===== src/rtl/adder_tree_pipe.sv =====
// adder_tree_pipe: fully pipelined unsigned adder tree, one register stage per level, valid carried alongside.
// Define ADDER_TREE_ACC_EN to add an accumulator stage after the tree (latency STAGES+1).
module adder_tree_pipe #(
  parameter  int NUM_IN = 4,
  parameter  int IN_W   = 14,
  parameter  int ACC_W  = 24,
  localparam int STAGES = $clog2(NUM_IN),
  localparam int SUM_W  = IN_W + STAGES
) (
  input  logic                   clk,
  input  logic                   rst_n,
  input  logic                   in_valid,
  input  logic [NUM_IN*IN_W-1:0] in_data,
  input  logic                   acc_clr,
  output logic                   out_valid,
  output logic [SUM_W-1:0]       out_sum,
  output logic [ACC_W-1:0]       acc_out,
  output logic                   acc_ovf
);

  logic [STAGES:1] v_q;
  logic [STAGES:1] v_d;
  logic [STAGES:0] v_all;
  logic [SUM_W-1:0] tree_sum;

  assign v_all = {v_q, in_valid};
  assign v_d   = v_all[STAGES-1:0];

  always_ff @(posedge clk or negedge rst_n) begin
    if (!rst_n) begin
      v_q <= '0;
    end else begin
      v_q <= v_d;
    end
  end

  // Level k holds NUM_IN>>k partial sums, each one bit wider than the level above it.
  for (genvar k = 0; k <= STAGES; k++) begin : g_stage
    localparam int W = IN_W + k;
    localparam int N = NUM_IN >> k;
    logic [W-1:0] node [N];

    if (k == 0) begin : g_in
      for (genvar i = 0; i < N; i++) begin : g_op
        assign node[i] = in_data[i*IN_W +: IN_W];
      end
    end else begin : g_reg
      logic [W-1:0] node_d [N];
      logic [W-1:0] node_q [N];

      always_comb begin
        for (int j = 0; j < N; j++) begin
          node_d[j] = node_q[j];
          if (v_all[k-1]) begin
            node_d[j] = {1'b0, g_stage[k-1].node[2*j]} + {1'b0, g_stage[k-1].node[2*j+1]};
          end
        end
      end

      always_ff @(posedge clk or negedge rst_n) begin
        if (!rst_n) begin
          for (int j = 0; j < N; j++) begin
            node_q[j] <= '0;
          end
        end else begin
          node_q <= node_d;
        end
      end

      assign node = node_q;
    end
  end

  assign tree_sum = g_stage[STAGES].node[0];

`ifdef ADDER_TREE_ACC_EN
  localparam int ACCX_W = ACC_W + 1;

  logic [STAGES:1] clr_q;
  logic [STAGES:1] clr_d;
  logic [STAGES:0] clr_all;
  logic            tree_valid;
  logic            tree_clr;
  logic [ACCX_W-1:0] acc_sum;
  logic [ACC_W-1:0]  acc_d, acc_q;
  logic              ovf_d, ovf_q;
  logic [SUM_W-1:0]  sum_d, sum_q;
  logic              valid_d, valid_q;

  // acc_clr only matters for accepted samples, so bubbles carry a zero down the pipe.
  assign clr_all    = {clr_q, in_valid & acc_clr};
  assign clr_d      = clr_all[STAGES-1:0];
  assign tree_valid = v_q[STAGES];
  assign tree_clr   = clr_q[STAGES];

  always_comb begin
    acc_sum = {1'b0, acc_q} + ACCX_W'(tree_sum);
    acc_d   = acc_q;
    ovf_d   = ovf_q;
    sum_d   = sum_q;
    valid_d = tree_valid;
    if (tree_valid) begin
      sum_d = tree_sum;
      if (tree_clr) begin
        acc_d = ACC_W'(tree_sum);
        ovf_d = 1'b0;
      end else begin
        acc_d = acc_sum[ACC_W-1:0];
        ovf_d = ovf_q | acc_sum[ACC_W];
      end
    end
  end

  always_ff @(posedge clk or negedge rst_n) begin
    if (!rst_n) begin
      clr_q   <= '0;
      acc_q   <= '0;
      ovf_q   <= 1'b0;
      sum_q   <= '0;
      valid_q <= 1'b0;
    end else begin
      clr_q   <= clr_d;
      acc_q   <= acc_d;
      ovf_q   <= ovf_d;
      sum_q   <= sum_d;
      valid_q <= valid_d;
    end
  end

  assign out_valid = valid_q;
  assign out_sum   = sum_q;
  assign acc_out   = acc_q;
  assign acc_ovf   = ovf_q;
`else
  logic unused_acc_clr;

  assign unused_acc_clr = acc_clr;
  assign out_valid      = v_q[STAGES];
  assign out_sum        = tree_sum;
  assign acc_out        = '0;
  assign acc_ovf        = 1'b0;
`endif

endmodule

===== config.mk =====
export PLATFORM = sky130hd
export DESIGN_NAME = adder_tree_pipe
export DESIGN_NICKNAME = d
export VERILOG_FILES = /design/src/rtl/adder_tree_pipe.sv
export SDC_FILE = /design/constraint.sdc
export NUM_CORES = 1
export LEC_CHECK = 0
export BUFFER_PORTS_ARGS = -buffer_cell sky130_fd_sc_hd__buf_2
export CAP_MARGIN = 5
export CORE_AREA = 2 2 82 99
export CTS_CLUSTER_SIZE = 40
export DETAILED_ROUTE_END_ITERATION = 10
export DIE_AREA = 0 0 84 101
export GPL_TIMING_DRIVEN = 0
export PLACE_DENSITY_LB_ADDON = 0.3
export SLEW_MARGIN = 20
export SYNTH_ARGS = -nofsm -noshare
export SYNTH_HDL_FRONTEND = slang
export SYNTH_SLANG_ARGS = --single-unit

===== constraint.sdc =====
create_clock -name clk -period 3.1 [get_ports clk]
set_input_delay 0.465 -clock clk [delete_from_list [all_inputs] [get_ports clk]]
set_output_delay 0.465 -clock clk [all_outputs]
set_load 0.02 [all_outputs]

==> metrics <==
Die Height=101 µm; Final #Nets=639; Area Overhead vs Synth=16.6%; die area=~0.0085 mm²; row cnt=35; clock latency on the worst-skew pair=0.30 ns; number of clock sinks=between 40 and 50; pre-CTS setup slack=about 0.52 ns; Final Setup Violations=0; Post-synth EDFFs=0; Starting DRT DRC Count=163; status=finished clean; diode count=0; syn_area_per_cell=9.30 µm²; max_cap viols=0; LEAKAGE=~0.0022 µW; PD cells=569 mW/mm²; Cell variety after synth=61; post-route minimum period=about 2.5 ns; Final Hold Viols=0; asr flop ratio synth=1.00; register bit total from synthesis=48; Worst-path clk slew=~0.080 ns; drt first pass iters=4; Final period util=0.811; post-CTS setup buffer count=0; CTS tree=done; global placement routability congestion=0.887; Worst Path Arrival=2.72 ns; fmax=398 MHz; crit path capture type=flip-flop; largest net degree at the start of global routing=between 40 and 50; multi-input gate area in the final layout=0.00261 mm²; Register Area=roughly 0.0012 mm²; RSZ-0062 raised after global routing=false; H-tree levels=2; CP top delay family=simple AND/OR/NAND/NOR gates; Post-synth top flop=dfrtp_1; crit-path max FO=4; Slew Limit Fails=0; drt wl/cell=14.4 µm; Cells after Synth=427; initial antenna violation count=0; min-delay worst type=in2async; maximum vdd drop=around 0.00038 V; Setup TNS=0 ns; HPWL after DPL=7.15 mm; Total Power=2640 µW; Worst-Margin Slew=0.614 ns; layout cells sized above 1=0.250; Remaining Overflow, GRT=0; most common cell in the netlist=dfrtp_1; Avg Vias per Cell=about 5.8; Clk Tree Root Cell=clkbuf_8; first-pass GRT wire length=between 15 and 20 mm; crit path kind=reg2reg; DRC violations left=0; # port buffers=75; post-cts resize count=0; clock skew=roughly 0.0075 ns; setup ws final=~0.59 ns; Slew Limit Headroom=0.591; Vias=approximately 3,600; Area contributors post-synth=dfrtp_1, ha_1, mux2_2; crit start category=flip-flop; Total Wirelength=8.98 mm; CP peak stage delay=approximately 0.54 ns; CTS Buf Count=5; filler instances=650; Post-synth top cells=dfrtp_1, ha_1, a21oi_1, o21ai_0; vias in the first global route=about 3,400; Buf/Inv on CP=0; CP max stage cell=or4b_1; Synth top area share=0.303; I/O Pins=between 100 and 150; post-synthesis sequential area ratio=0.303; synthesized cell area=approximately 0.0040 mm²; Die W=84 µm; gr usage total=0.214; Critical Path RT=3.30 ns; critical-path cell list=ha_1 > fa_1 > a211oi_2 > o21ai_1 > nor4b_2 > or4b_1 > o311ai_1; post-cts hold buffer count=0; initial core utilization=0.524; largest area contributor in the netlist=dfrtp_1; Synth warnings=0; Bufs on Longest Clock Path=2; CORE AREA=0.00758 mm²; Antenna Nets Post-Route=0
worst reg2reg max path: cells and delay by family (launching register included):
kind,cells,cell delay (ns)
fa+ha+maj,2,0.68
flops,1,0.39
simple gates,2,0.76
compound gates,3,0.59
metal layers:
layer | GRT usage | vias to the layer above | routed length, µm
met2 | 0.382 | 149 | 4490
met4 | 0.0943 | 0 | 201
met5 | 0 | - | 0
met1 | 0.262 | 1672 | 3760
li1 | - | 1798 | -
met3 | 0.0246 | 21 | 535
report_power, final:
part / internal (µW) / total [µW] / switching [µW] / leakage, µW
Sequential: 804 / 905 / 101 / 0.000561
Combinational: 595 / 1370 / 780 / 0.00156
Clock: 154 / 357 / 203 / 0.0000410
Total: 1550 / 2640 / 1080 / 0.00217
area by class of cell:
class | instances | share of cell area
Tap cell | 92 | 0.0249
Timing Repair Buffer | 75 | 0.0816
Inverter | 7 | 0.00567
Multi-Input combinational cell | 362 | 0.564
Clock inverter | 1 | 0.00108
Buffer | 34 | 0.0478
Clock buffer | 6 | 0.0157
Sequential cell | 48 | 0.259
state kept, by name (all words and copies together) (netlist names):
| register | count |
|---|---|
| v_q | 2 |
| out_sum | 16 |
| g_stage.g_reg.node_q | 30 |
logic make-up (layout without fill, tap and decap cells):
kind of cell,Yosys count,in the layout,synth area share
adders and majority gates,46,46,0.151
AOI/OAI and AO/OA,149,149,0.253
xor gates and xnor gates,16,16,0.0353
buffers and inverters,41,123,0.0624
and+or+nand+nor,105,105,0.137
other,1,25,0.000945
muxes,21,21,0.0586
DFF,48,48,0.303
final timing paths:
check	from	depth (start not counted)	end	slack, ns
hold reg to reg	out_sum[12]	2	out_sum[12]	0.49
max in group asynchronous	rst_n	1	g_stage[1].g_reg.node_q[5]	2.51
hold / removal	rst_n	1	g_stage[1].g_reg.node_q[0]	0.17
setup / recovery	g_stage[1].g_reg.node_q[0]	7	out_sum[14]	0.59
setup reg to reg	g_stage[1].g_reg.node_q[0]	7	out_sum[14]	0.59
min in group clk	in_valid	1	v_q[1]	0.36
per-stage QoR:
| stage | utilization | instances | area [µm²] | hold slack, ns |
|---|---|---|---|---|
| detailed placement | 0.601 | 618 | 4550 | 0.476 |
| finish | 0.611 | 625 | 4630 | 0.171 |
| floorplan | - | 451 | 4060 | 0.169 |
| global placement | 0.601 | 618 | 4550 | 0.471 |
| CTS | 0.611 | 625 | 4630 | 0.351 |
| global route | 0.611 | 625 | 4630 | 0.215 |
cell usage in the layout (no fill, tap or decap), types with 4 or more instances in the layout:
master     instances
buf_2             74
dfrtp_1           48
ha_1              43
a21oi_1           34
o21ai_0           26
buf_4             26
nand2_1           25
conb_1            25
nor2_1            24
mux2_2            18
xnor2_1           14
a211oi_1          13
nand3_1           11
nor3_1            11
a21o_1            10
o21ai_1            9
clkbuf_1           7
nand4_1            7
o21a_1             7
inv_1              6
o2bb2ai_1          5
o21bai_1           5
clkbuf_8           5
o211ai_1           4
o31ai_1            4
(Power assumes the default switching activity.)
